### src/rtl/pipeline_addsub_pkg.sv
// Shared definitions for the segmented pipelined adder/subtractor.
//   handshake_t : {valid, ready} pair, common to the pipelined arithmetic blocks
//   stages()    : number of pipeline stages for a WIDTH/SEG pair
//   seg_fits()  : legality test for a WIDTH/SEG pair (SEG divides WIDTH)
//   max1()      : clamps a computed width to at least one bit
package pipeline_addsub_pkg;

    typedef struct packed {
        logic valid;
        logic ready;
    } handshake_t;

    function automatic int stages(input int width, input int seg);
        return width / seg;
    endfunction

    function automatic bit seg_fits(input int width, input int seg);
        return (seg > 0) && (width >= seg) && ((width % seg) == 0);
    endfunction

    // Last-stage operand registers have no bits left to hold; clamping
    // to a one-bit minimum keeps every port width legal.
    function automatic int max1(input int x);
        return (x < 1) ? 1 : x;
    endfunction

endpackage

### src/rtl/pipeline_addsub_seg.sv
// One SEG-bit slice of the pipelined adder: adds the lowest remaining
// segment of a/bx plus the incoming carry and registers the result.
// Ports:
//   clk, rst_n  : clock, asynchronous active-low reset
//   up_valid    : upstream stage (or input) holds a transaction
//   load        : this stage's ready; the stage may take new contents
//   a_in, b_in  : not-yet-consumed high segments of a and bx
//   c_in        : carry out of the previous segment
//   lo_in       : finished low sum segments from earlier stages
//   v_out       : this stage's valid bit
//   a_out, b_out: remaining segments for later stages
//   c_out       : carry out of this segment
//   cmsb_out    : carry into the top bit of this segment (used in last stage)
//   lo_out      : finished sum bits including this segment
module pipeline_addsub_seg
    import pipeline_addsub_pkg::*;
#(
    parameter int WIDTH = 32,
    parameter int SEG   = 8,
    parameter int IDX   = 0,
    localparam int IN_W     = WIDTH - IDX * SEG,
    localparam int OUT_W    = max1(IN_W - SEG),
    localparam int LO_IN_W  = max1(IDX * SEG),
    localparam int LO_OUT_W = (IDX + 1) * SEG
) (
    input  logic                clk,
    input  logic                rst_n,
    input  logic                up_valid,
    input  logic                load,
    input  logic [IN_W-1:0]     a_in,
    input  logic [IN_W-1:0]     b_in,
    input  logic                c_in,
    input  logic [LO_IN_W-1:0]  lo_in,
    output logic                v_out,
    output logic [OUT_W-1:0]    a_out,
    output logic [OUT_W-1:0]    b_out,
    output logic                c_out,
    output logic                cmsb_out,
    output logic [LO_OUT_W-1:0] lo_out
);

    logic [SEG:0]      seg_sum;
    logic              cmsb_next;
    logic [LO_OUT_W-1:0] lo_next;
    logic [OUT_W-1:0]  a_next;
    logic [OUT_W-1:0]  b_next;

    logic                v_reg;
    logic [OUT_W-1:0]    a_reg;
    logic [OUT_W-1:0]    b_reg;
    logic                c_reg;
    logic                cmsb_reg;
    logic [LO_OUT_W-1:0] lo_reg;

    assign seg_sum = {1'b0, a_in[SEG-1:0]} + {1'b0, b_in[SEG-1:0]} + {{SEG{1'b0}}, c_in};

    // Sum bit = a ^ b ^ carry_in, so the carry into the segment's top bit
    // falls out of the existing adder without a second narrower one.
    assign cmsb_next = seg_sum[SEG-1] ^ a_in[SEG-1] ^ b_in[SEG-1];

    if (IDX == 0) begin : g_lo_first
        assign lo_next = seg_sum[SEG-1:0];
    end else begin : g_lo_shift
        assign lo_next = {seg_sum[SEG-1:0], lo_in};
    end

    if (IN_W > SEG) begin : g_hi_carry
        assign a_next = a_in[IN_W-1:SEG];
        assign b_next = b_in[IN_W-1:SEG];
    end else begin : g_hi_none
        assign a_next = '0;
        assign b_next = '0;
    end

    always_ff @(posedge clk or negedge rst_n) begin
        if (!rst_n) begin
            v_reg    <= 1'b0;
            a_reg    <= '0;
            b_reg    <= '0;
            c_reg    <= 1'b0;
            cmsb_reg <= 1'b0;
            lo_reg   <= '0;
        end else begin
            if (load) begin
                v_reg <= up_valid;
            end
            // Data only moves with a real transaction so a held result
            // (or a drained stage) keeps its last contents.
            if (load && up_valid) begin
                a_reg    <= a_next;
                b_reg    <= b_next;
                c_reg    <= seg_sum[SEG];
                cmsb_reg <= cmsb_next;
                lo_reg   <= lo_next;
            end
        end
    end

    assign v_out    = v_reg;
    assign a_out    = a_reg;
    assign b_out    = b_reg;
    assign c_out    = c_reg;
    assign cmsb_out = cmsb_reg;
    assign lo_out   = lo_reg;

endmodule

### src/rtl/pipeline_addsub.sv
// Segmented pipelined adder/subtractor, WIDTH/SEG stages, with valid/ready
// flow control and signed-overflow reporting.
// Ports:
//   clk, rst_n           : clock, asynchronous active-low reset
//   in_valid / in_ready  : input handshake (in_ready combinational from out_ready)
//   a, b, cin, sub       : operands; sub=1 computes a - b - cin
//   out_valid / out_ready: output handshake
//   sum, cout, ovf       : result mod 2^WIDTH, raw carry out, signed overflow
module pipeline_addsub
    import pipeline_addsub_pkg::*;
#(
    parameter int WIDTH = 32,
    parameter int SEG   = 8
) (
    input  logic             clk,
    input  logic             rst_n,
    input  logic             in_valid,
    output logic             in_ready,
    input  logic [WIDTH-1:0] a,
    input  logic [WIDTH-1:0] b,
    input  logic             cin,
    input  logic             sub,
    output logic             out_valid,
    input  logic             out_ready,
    output logic [WIDTH-1:0] sum,
    output logic             cout,
    output logic             ovf
);

    localparam int STAGES = stages(WIDTH, SEG);

    if (!seg_fits(WIDTH, SEG)) begin : g_bad_cfg
        $error("pipeline_addsub: WIDTH must be a non-zero multiple of SEG");
    end

    genvar gi;
    for (gi = 0; gi < STAGES; gi++) begin : gen_stage
        localparam int IN_W     = WIDTH - gi * SEG;
        localparam int OUT_W    = max1(IN_W - SEG);
        localparam int LO_IN_W  = max1(gi * SEG);
        localparam int LO_OUT_W = (gi + 1) * SEG;

        handshake_t          hs;
        logic                up_valid;
        logic                v;
        logic [IN_W-1:0]     a_in;
        logic [IN_W-1:0]     b_in;
        logic                c_in;
        logic [LO_IN_W-1:0]  lo_in;
        logic [OUT_W-1:0]    a_o;
        logic [OUT_W-1:0]    b_o;
        logic                c_o;
        logic                cm_o;
        logic [LO_OUT_W-1:0] lo_o;

        if (gi == 0) begin : g_head
            // Subtraction is a + ~b + ~borrow, folded in before stage 1.
            assign up_valid = in_valid;
            assign a_in     = a;
            assign b_in     = sub ? ~b : b;
            assign c_in     = sub ? ~cin : cin;
            assign lo_in    = '0;
        end else begin : g_link
            assign up_valid = gen_stage[gi-1].hs.valid;
            assign a_in     = gen_stage[gi-1].a_o;
            assign b_in     = gen_stage[gi-1].b_o;
            assign c_in     = gen_stage[gi-1].c_o;
            assign lo_in    = gen_stage[gi-1].lo_o;
        end

        // An empty stage can always fill, which lets bubbles collapse
        // behind a stalled consumer.
        if (gi == STAGES - 1) begin : g_tail_ready
            assign hs.ready = !v || out_ready;
        end else begin : g_mid_ready
            assign hs.ready = !v || gen_stage[gi+1].hs.ready;
        end
        assign hs.valid = v;

        pipeline_addsub_seg #(
            .WIDTH (WIDTH),
            .SEG   (SEG),
            .IDX   (gi)
        ) u_seg (
            .clk      (clk),
            .rst_n    (rst_n),
            .up_valid (up_valid),
            .load     (hs.ready),
            .a_in     (a_in),
            .b_in     (b_in),
            .c_in     (c_in),
            .lo_in    (lo_in),
            .v_out    (v),
            .a_out    (a_o),
            .b_out    (b_o),
            .c_out    (c_o),
            .cmsb_out (cm_o),
            .lo_out   (lo_o)
        );
    end

    assign in_ready  = gen_stage[0].hs.ready;
    assign out_valid = gen_stage[STAGES-1].hs.valid;
    assign sum       = gen_stage[STAGES-1].lo_o;
    assign cout      = gen_stage[STAGES-1].c_o;
    assign ovf       = gen_stage[STAGES-1].cm_o ^ gen_stage[STAGES-1].c_o;

endmodule

### config.mk
export PLATFORM = sky130hd
export DESIGN_NAME = pipeline_addsub
export DESIGN_NICKNAME = d
export VERILOG_FILES = /design/src/rtl/pipeline_addsub_pkg.sv /design/src/rtl/pipeline_addsub_seg.sv /design/src/rtl/pipeline_addsub.sv
export SDC_FILE = /design/constraint.sdc
export NUM_CORES = 1
export LEC_CHECK = 0
export BUFFER_PORTS_ARGS = -buffer_cell sky130_fd_sc_hd__buf_2
export CAP_MARGIN = 10
export CORE_MARGIN = 4
export CORE_UTILIZATION = 60
export DETAILED_ROUTE_END_ITERATION = 12
export PLACE_DENSITY_LB_ADDON = 0.12
export SLEW_MARGIN = 20
export SYNTH_ARGS = -nofsm -noshare
export SYNTH_HDL_FRONTEND = slang
export SYNTH_SLANG_ARGS = --single-unit
### constraint.sdc
create_clock -name clk -period 3.75 [get_ports clk]
set_clock_uncertainty 0.15 [all_clocks]
set_input_delay 0.75 -clock clk [delete_from_list [all_inputs] [get_ports clk]]
set_output_delay 0.75 -clock clk [all_outputs]
set_load 0.05 [all_outputs]
Word-level counts from Yosys, hierarchy flattened
Index checks and enable logic that the tools add are counted.
{ "totals": {"inputBits": 70, "reg_bits": 185, "word_cells": 46, "out_inout_bits": 36} }
{ "op_classes": {"bitwise": 5, "reduce_logical": 12, "n_addsub": 8, "n_mux": 2} }
{ "op_table": {"columns": ["cell", "n"], "rows": [
  ["adder 8 x 8 -> 9 bit", 4],
  ["adder 9 x 1 -> 9 bit", 4],
  ["two-way mux 32 bit", 1],
  ["NOT 32 bit", 1],
  ["logical AND 1 bit", 4],
  ["zero test 1 bit", 4],
  ["logical OR 1 bit", 4],
  ["XOR 1 bit", 3],
  ["two-way mux 1 bit", 1],
  ["NOT 1 bit", 1]
]} }

Depth between registers and ports, before layout
Gate-level depths: netlist of the first run.
{ "depth": {"word_depth": 6, "mapped_depth": 12, "mapped_depth_nobuf": 10} }

Modules after synthesis
A second synthesis of the first run with hierarchy kept.
{ "unflattened": {"cells_unflattened": 822, "area_unflattened_um2": 8733.4} }
{ "modules_own_cells": {"columns": ["module", "n_inst", "seq_area_each_um2", "cells_each", "area_per_inst_um2"], "rows": [
  ["pipeline_addsub_seg (gen_stage[0].u_seg)", 1, 1476.4, 281, 2547.4],
  ["pipeline_addsub_seg (gen_stage[1].u_seg)", 1, 1276.2, 157, 2205.9],
  ["pipeline_addsub_seg (gen_stage[2].u_seg)", 1, 1076.0, 214, 1948.1],
  ["pipeline_addsub_seg (gen_stage[3].u_seg)", 1, 875.8, 126, 1634.1],
  ["pipeline_addsub", 1, 0.0, 44, 397.9]
]} }

Least setup slack after synthesis of the first run
Ideal clock, no wire load.
{ "synth_timing": {"path_type": "input -> register", "startpoint": "in sub", "endpoint": "reg gen_stage[0].u_seg.c_reg", "n_path_buf": 2, "path_stages": 12, "slack_ns": 0.661, "arrival_time_ns": 2.836, "path_cell_list": "clkbuf_1 > buf_2 > xor2_1 > fa_1 > inv_1 > fa_1 > inv_1 > a21oi_1 > o21bai_1 > a31o_2 > a21oi_1 > o311ai_1"} }
{ "synth_between": {"elab_chain_len": 3, "elab_cells_between_ends": 4} }
{ "synth_rtl": {"columns": ["item", "line_no", "text"], "rows": [
  ["start: declaration", "pipeline_addsub.sv:22", "input logic sub,"],
  ["two-way mux 32 bit", "pipeline_addsub.sv:60", "assign b_in = sub ? ~b : b;"],
  ["adder 8 x 8 -> 9 bit", "pipeline_addsub_seg.sv:55", "assign seg_sum = {1'b0, a_in[SEG-1:0]} + {1'b0, b_in[SEG-1:0]} + {{SEG{1'b0}}, c_in};"],
  ["adder 9 x 1 -> 9 bit (*)", "pipeline_addsub_seg.sv:55", null],
  ["end signal: assignment", "pipeline_addsub_seg.sv:92", "c_reg <= seg_sum[SEG];"],
  ["end: declaration", "pipeline_addsub_seg.sv:51", "logic c_reg;"]
]} }
Every way passes the cells marked *; elsewhere a longest branch is shown, timed or not.
A chain may end at the register's enable or synchronous reset.

Worst setup path after layout of the first run
Ends and elaborated chain as after synthesis.

==> key figures, run 1 <==
STA
  – Max Clock Freq: between 0.3 and 0.4 GHz
  – Fin. max-slew vios: 0
  – Count of final setup violators: 0
  – Setup TNS: 0 ns
  – RSZ-0062 raised after global routing: false
  – Minimum clock period: roughly 2.6 ns
  – Hold Vio Cnt, Final: 0
  – Worst-Margin Slew: roughly 0.55 ns
  – Max-slew headroom at the worst pin: 63.3%
  – Crit share post-route: 68.9%

Critical path
  – CP Data Required Time: 3.92 ns
  – CP startpoint: sub
  – WP data arrival: 2.76 ns
  – Setup crit start kind: primary input
  – CP endpoint kind: flop
  – Crit Path Category: in -> reg
  – CP max FO: 11
  – Worst reg2reg path startpoint: gen_stage[1].u_seg.a_out[0]$_DFFE_PN0P_

Layout
  – # diodes: 0
  – Area Overhead vs Synth: 16.6%
  – Layout cells sized above 1: between 30% and 40%
  – Final #Nets: around 850
  – Fin cells: about 930

Floorplan
  – Die ar.: 0.0157 mm²
  – Site Rows: 42
  – # IOs: roughly 110
  – Die W: around 130 µm
  – Initial core utilization: between 60% and 70%
  – Core area: 0.0133 mm²
  – Die height: approximately 130 µm

Routing
  – DRC violations left: 0
  – Routed len/inst: about 16 µm
  – Vias per inst: ~5.4
  – Post-Route WL: 15300 µm
  – Vias: ~5k
  – TritonRoute pass-1 iters: 4
  – Antenna-violating nets left: 0
  – Starting DRT DRC Count: 169

Place
  – Placed cells: between 900 and 1k
  – # port buffers: 105
  – Post-DP HPWL: 10700 µm
  – Routability Congestion: about 0.8

Yosys
  – Asr flop ratio synth: 100%
  – Synth warnings: 0
  – Synth Register Bits: about 190
  – Number of flops mapped to enable cells by yosys: 0
  – Sequential area share after synthesis: about 56%
  – Number of cells produced by synthesis: ~640
  – Post-Synthesis Net Count: around 740
  – Main flop type after synthesis: dfrtp_1
  – Post-synth cell types: 36
  – Mapped cell area: ~0.0083 mm²
  – Syn Area/Cell: 13.0 µm²

Clock network
  – Post-CTS Resized: 0
  – TritonCTS clock tree: built
  – Worst-path clk slew: around 0.060 ns
  – CTS buffer count: 17
  – Clock Tree Root: clkbuf_16
  – Postcts setup bufs: 0
  – Clock Tree Buf Depth: 2
  – Clock Sinks: roughly 190
  – Cts hold-fix bufs: 0
  – CTS H-tree lvls: 4
  – Clock Latency Late Sink: approximately 0.42 ns

Power and ir drop
  – Lkg Pwr: between 4 and 5 nW
  – Worst vdd ir: about 480 µV
  – PwrDens: 810 mW/mm²
  – Overall power: 7.79 mW

GRT
  – Remaining global-route overflow: 0
  – Total Routing Usage GR: roughly a fifth
  – First-pass GRT wire length: about 26000 µm
  – Number of global-route vias before repair: approximately 5.4k
  – Initial antenna violation count: 1
  – Largest net degree at the start of global routing: 74

Run
  – Max Cap Viol: 0

Run status
  – Status: completed

Min path
  – Worst hold path class: in -> async
## metal layers
metal	routed length, µm	vias up	GRT usage (%)
met2	7920	82	35.8
met1	6510	2507	26.5
li1	-	2408	-
met4	272	2	6.95
met3	581	21	4.69
met5	18	-	0
## state kept, by name, indices dropped and copies added, names as in the netlist
name,cells
gen_stage.u_seg.cmsb_out,1
gen_stage.u_seg.b_out,48
gen_stage.u_seg.a_out,48
gen_stage.u_seg.c_out,4
gen_stage.u_seg.v_out,4
gen_stage.u_seg.lo_out,80
## worst paths after layout
path,endpoint,slack (ns),cells after the start
setup reg to reg,gen_stage[2].u_seg.c_out$_DFFE_PN0P_,1.18,8
hold reg to reg,gen_stage[3].u_seg.lo_out[29]$_DFFE_PN0P_,0.32,2
setup / recovery,gen_stage[0].u_seg.c_out$_DFFE_PN0P_,1.17,11
max in group asynchronous,gen_stage[1].u_seg.a_out[4]$_DFFE_PN0P_,2.51,2
min in group clk,gen_stage[3].u_seg.lo_out[29]$_DFFE_PN0P_,0.32,2
hold / removal,gen_stage[3].u_seg.lo_out[2]$_DFFE_PN0P_,0.15,1
## Yosys cell counts (all sizes together), types with 6 or more instances
library cell | instances | area share [%]
buf | 19 | 1.2
fa | 8 | 1.9
dfrtp | 185 | 56
clkbuf | 8 | 0.36
nand2 | 57 | 2.6
a21oi | 17 | 1.1
nor3 | 6 | 0.36
o21bai | 8 | 0.73
xor2 | 19 | 2.0
o21ai | 57 | 3.5
mux2 | 127 | 17
xnor2 | 42 | 4.5
a21o | 7 | 0.64
ha | 28 | 4.2
inv | 14 | 0.64
nor2 | 8 | 0.36
## critical path: stages
cell      delay, ns
buf_2          0.27
xor2_1         0.22
fa_1           0.22
inv_1          0.06
fa_1           0.39
inv_1          0.07
a21oi_1        0.05
o21bai_1       0.20
a31o_2         0.22
a21oi_1        0.08
o311ai_1       0.22
## power breakdown
part,total (mW),internal [mW],switching (mW)
registers,3.09,2.69,0.396
logic,2.82,1.19,1.63
clock network,1.88,1.17,0.713
total,7.79,5.05,2.74
## layout make-up
cell class,instances,area [µm²]
sequential,185,4630
fill,952,3730
multi-input combinational,409,3450
timing repair buffer,118,642
clock buffer,24,482
tap,176,220
clock inverter,7,140
inverter,14,52.6
## placed cells by master, fill, tap and decap left out, drive strengths merged
cell type,n
a21o,7
xor2,19
xnor2,42
fa,8
buf,118
o21ai,57
ha,28
nand3b,1
clkinvlp,2
nand2b,5
bufinv,4
nand3,3
mux2i,2
a311o,1
o21bai,8
o21ba,2
dfrtp,185
nor3,6
nand4b,1
or2b,1
nand2,57
o31ai,1
inv,14
nor2,8
or2,1
a31o,1
clkinv,1
a21oi,17
o311ai,1
nor2b,1
a31oi,3
o21a,1
mux2,127
clkbuf,24
## through the flow
step           setup WS (ns)  utilization (%)  hold slack (ns)  instance area, µm²
6_report                1.17             72.1            0.152                9620
5_1_grt                0.987             72.1            0.186                9620
4_1_cts                 1.17             72.1            0.147                9620
3_5_place_dp           0.713             67.4            0.316                9000
3_3_place_gp           0.790             67.4            0.307                9000
2_1_floorplan          0.661                -            0.296                8250
## cells by family after synthesis
logic type	count (synthesis)	synth area share, %
adder cells (fa/ha/maj)	36	6.19
AO/OA/AOI/OAI	99	7.11
AND/OR/NAND/NOR	84	4.32
XOR/XNOR	61	6.47
multiplexers	129	17.6
buffers and inverters	41	2.24
flip-flops	185	56.1
Note: power is estimated with default switching activity, not from simulation.
==> inputs of run 2 (changes only) <==
--- a/config.mk
+++ b/config.mk
@@ -5,10 +5,11 @@
 export SDC_FILE = /design/constraint.sdc
 export NUM_CORES = 1
 export LEC_CHECK = 0
+export ABC_AREA = 1
 export BUFFER_PORTS_ARGS = -buffer_cell sky130_fd_sc_hd__buf_2
 export CAP_MARGIN = 10
 export CORE_MARGIN = 4
-export CORE_UTILIZATION = 60
+export CORE_UTILIZATION = 53
 export DETAILED_ROUTE_END_ITERATION = 12
 export PLACE_DENSITY_LB_ADDON = 0.12
 export SLEW_MARGIN = 20
==> constraint.sdc (replaced) <==
create_clock -name clk -period 2.34 [get_ports clk]
set_clock_uncertainty 0.15 [all_clocks]
set_input_delay 0.468 -clock clk [delete_from_list [all_inputs] [get_ports clk]]
set_output_delay 0.468 -clock clk [all_outputs]
set_load 0.05 [all_outputs]
==> run 2 against run 1 <==
Compared with the run above:
- combinational power up 46%
- highest routed layer is now met4
- utilization down 9.4 points
- sequential cell count unchanged
- synthesized cell count up 53%
- sequential share of layout area down 1.8 points
- sequential power up 52%
- global-route usage down 0.51 points
- area after synthesis up 4.5%
- count of clock-buffer cells in the layout down 3
- total power up 52%
==> key figures, run 2 <==
Layout
  – Final #Nets: 1176 (+38%)
  – Most frequent cells in the layout: nand2_1, dfrtp_1, buf_2
  – # diodes: 0 (unchanged)
  – Layout cells sized above 1: 16.6% (-21 points)
  – FILL cells: 1445 (+52%)
  – Most common cell after layout, fill and taps aside: nand2_1
  – Max reg flops: 80 (unchanged)
  – Area Overhead vs Synth: 15.8%
  – Fin cells: 1299 (+39%)

Clock network
  – Clock Tree Buf Depth: 2 (unchanged)
  – CTS buffer count: 17 (unchanged)
  – Worst-path clk slew: 0.07 ns (about the same)
  – Clock Sinks: 185 (unchanged)
  – Postcts setup bufs: 0 (unchanged)
  – Clock Tree Root: clkbuf_16
  – Post-CTS Resized: 0 (unchanged)
  – Clock Latency Late Sink: 0.43 ns (about the same)
  – CTS H-tree lvls: 4 (unchanged)
  – TritonCTS clock tree: built

Critical path
  – Worst path slowest cell: dfrtp_1
  – CP max FO: 3 (-8)
  – Setup crit start kind: flop
  – WP data arrival: 1.53 ns (-1.23 ns)
  – Critical path's largest stage delay: 0.34 ns (-0.05 ns)
  – Critical path's top delay family: simple AND/OR/NAND/NOR gates
  – CP endpoint kind: primary output
  – Crit Path Category: reg -> out
  – CP Data Required Time: 1.72 ns (-2.20 ns)
  – CP dominant cell by count: inv_1
  – CP Cell Sequence: inv_1 > nor2_4 > nand3_2 > nor2_2 > inv_1 > buf_2
  – Worst Path Buf+Inv: 3 (unchanged)

Routing
  – Starting DRT DRC Count: 379 (+120%)
  – Routed len/inst: 13.2 µm (-20%)
  – Post-Route WL: 17100 µm (+12%)
  – Vias per inst: 4.90 (-9.0%)
  – Antenna-violating nets left: 0 (unchanged)
  – Vias: 6361 (+27%)
  – DRC violations left: 0 (unchanged)
  – TritonRoute pass-1 iters: 4 (unchanged)

Yosys
  – Asr flop ratio synth: 100% (unchanged)
  – Synth Register Bits: 185 (unchanged)
  – Main flop type after synthesis: dfrtp_1
  – Number of cells produced by synthesis: 974 (+53%)
  – Post-synth top cells: nand2_1, dfrtp_1, inv_1
  – Post-Synthesis Net Count: 1080 (+46%)
  – Sequential area share after synthesis: 53.7% (-2.4 points)
  – Post-synth top area share: 53.7% (-2.4 points)
  – Number of flops mapped to enable cells by yosys: 0 (unchanged)
  – Post-synth cell types: 29 (-19%)
  – Yosys top cell by area: dfrtp_1
  – Area contributors post-synth: dfrtp_1, nand2_1, ha_1
  – Syn Area/Cell: 8.86 µm² (-32%)
  – Most frequent cell after synthesis: nand2_1
  – Mapped cell area: 0.00863 mm² (+4.5%)
  – Synth warnings: 0 (unchanged)

Place
  – Placed cells: 1266 (+40%)
  – Post-DP HPWL: 12200 µm (+14%)
  – Pre-CTS setup slack: 0.0583 ns (-0.654 ns)
  – Routability Congestion: 0.874 (+9.0%)
  – # port buffers: 105 (unchanged)

Floorplan
  – Die height: 136 µm (+8.2%)
  – Die ar.: 0.0184 mm² (+17%)
  – Core area: 0.0159 mm² (+19%)
  – Initial core utilization: 54.1% (-7.7 points)
  – Site Rows: 46 (+9.5%)
  – Die W: 136 µm (+8.2%)
  – # IOs: 106 (unchanged)

STA
  – Setup TNS: 0 ns (unchanged)
  – Worst-Margin Slew: 0.962 ns (+0.412 ns)
  – Hold Vio Cnt, Final: 0 (unchanged)
  – RSZ-0062 raised after global routing: false
  – Crit share post-route: slightly above 90%
  – Setup ws final: 0.190 ns (-0.978 ns)
  – Worst hold slack: 0.0830 ns (-0.0687 ns)
  – Minimum clock period: approximately 2.2 ns
  – Count of final setup violators: 0 (unchanged)
  – Fin. max-slew vios: 0 (unchanged)
  – Max Clock Freq: around 0.47 GHz
  – Max-slew headroom at the worst pin: 35.8% (-27 points)

GRT
  – Initial antenna violation count: 0 (-1)
  – Number of global-route vias before repair: 6003 (+11%)
  – Largest net degree at the start of global routing: 63 (-15%)
  – Remaining global-route overflow: 0 (unchanged)
  – Total Routing Usage GR: 20.4% (-0.51 points)
  – First-pass GRT wire length: 29900 µm (+15%)

Power and ir drop
  – Lkg Pwr: 5.24 nW (+18%)
  – PwrDens: 1190 mW/mm² (+47%)
  – Overall power: 11.9 mW (+52%)
  – Worst vdd ir: 621 µV (+28%)

Run status
  – Status: completed

Run
  – Max Cap Viol: 0 (unchanged)

Min path
  – Worst hold path class: in -> reg
run 2: cell count changes in the layout (fill, tap and decap cells not counted), moves of 8 or more:
cell and change:
o21ai_2 +9, o21bai_1 -8, xor2_1 -8, o21ai_1 +22
nand3_1 +37, nand2_1 +352, mux2_2 -127, nand4_1 +12
xnor2_1 -9, nand2_2 +8, inv_1 +48
run 2: metal layers:
| metal | vias up | global-route usage, % | part of all wire, % |
|---|---|---|---|
| met3 | 24 | 3.57 | 4.5 |
| li1 | 3288 | - | - |
| met5 | - | 0 | 0 |
| met4 | 0 | 7.61 | 2.2 |
| met1 | 2908 | 32.2 | 51 |
| met2 | 141 | 27.8 | 42 |
run 2: what timing repair did:
action | CTS | global route
hold buffers | 1 | 0
endpoints found under the hold margin | 42 | 0
setup endpoints to repair | 0 | 0
run 2: stage by stage:
stage | cell area (µm²) | util (%)
3_5_place_dp | 9340 | 58.6
5_1_grt | 9990 | 62.7
3_3_place_gp | 9340 | 58.6
2_1_floorplan | 8630 | -
6_report | 9990 | 62.7
4_1_cts | 9990 | 62.7
run 2: kinds of logic (layout without fill, tap and decap cells):
kind of cell    Yosys count  after routing  synth area share (%)
simple gates            491            491                  23.3
flops                   185            185                  53.7
compound gates          114            114                  7.16
buf+inv                 104            213                  5.48
xor+xnor                 44             44                  4.47
fa+ha+maj                36             36                  5.92
run 2: final timing paths:
kind / start / endpoint / slack, ns / cells after the start
setup / recovery: gen_stage[3].u_seg.v_out$_DFFE_PN0P_ / in_ready / 0.19 / 6
hold / removal: a[15] / gen_stage[0].u_seg.a_out[7]$_DFFE_PN0P_ / 0.08 / 3
setup reg to reg: gen_stage[0].u_seg.a_out[0]$_DFFE_PN0P_ / gen_stage[1].u_seg.lo_out[10]$_DFFE_PN0P_ / 0.25 / 4
hold reg to reg: gen_stage[0].u_seg.a_out[19]$_DFFE_PN0P_ / gen_stage[0].u_seg.a_out[19]$_DFFE_PN0P_ / 0.32 / 2
max in group asynchronous: rst_n / gen_stage[1].u_seg.b_out[5]$_DFFE_PN0P_ / 1.04 / 3
min in group asynchronous: rst_n / gen_stage[3].u_seg.lo_out[9]$_DFFE_PN0P_ / 0.39 / 2
run 2: cell type report:
class | count | area, µm² | area share [%]
well taps | 216 | 270 | 2.71
inverters | 64 | 240 | 2.40
repair buffers | 117 | 687 | 6.88
clock buffers | 21 | 470 | 4.71
clock inverters | 11 | 168 | 1.68
multi-input cells | 685 | 3530 | 35.3
flip-flops and latches | 185 | 4630 | 46.3
run 2: worst reg2reg max path, stage by stage (launching register included):
cell and delay, ns:
dfrtp_1 0.40, fa_1 0.48, fa_1 0.45, xnor2_1 0.34, o21ai_0 0.14
run 2: power breakdown:
group / switching (mW) / internal [mW]
clock network: 1.18 / 1.87
registers: 0.538 / 4.17
logic: 2.83 / 1.28
total: 4.55 / 7.33
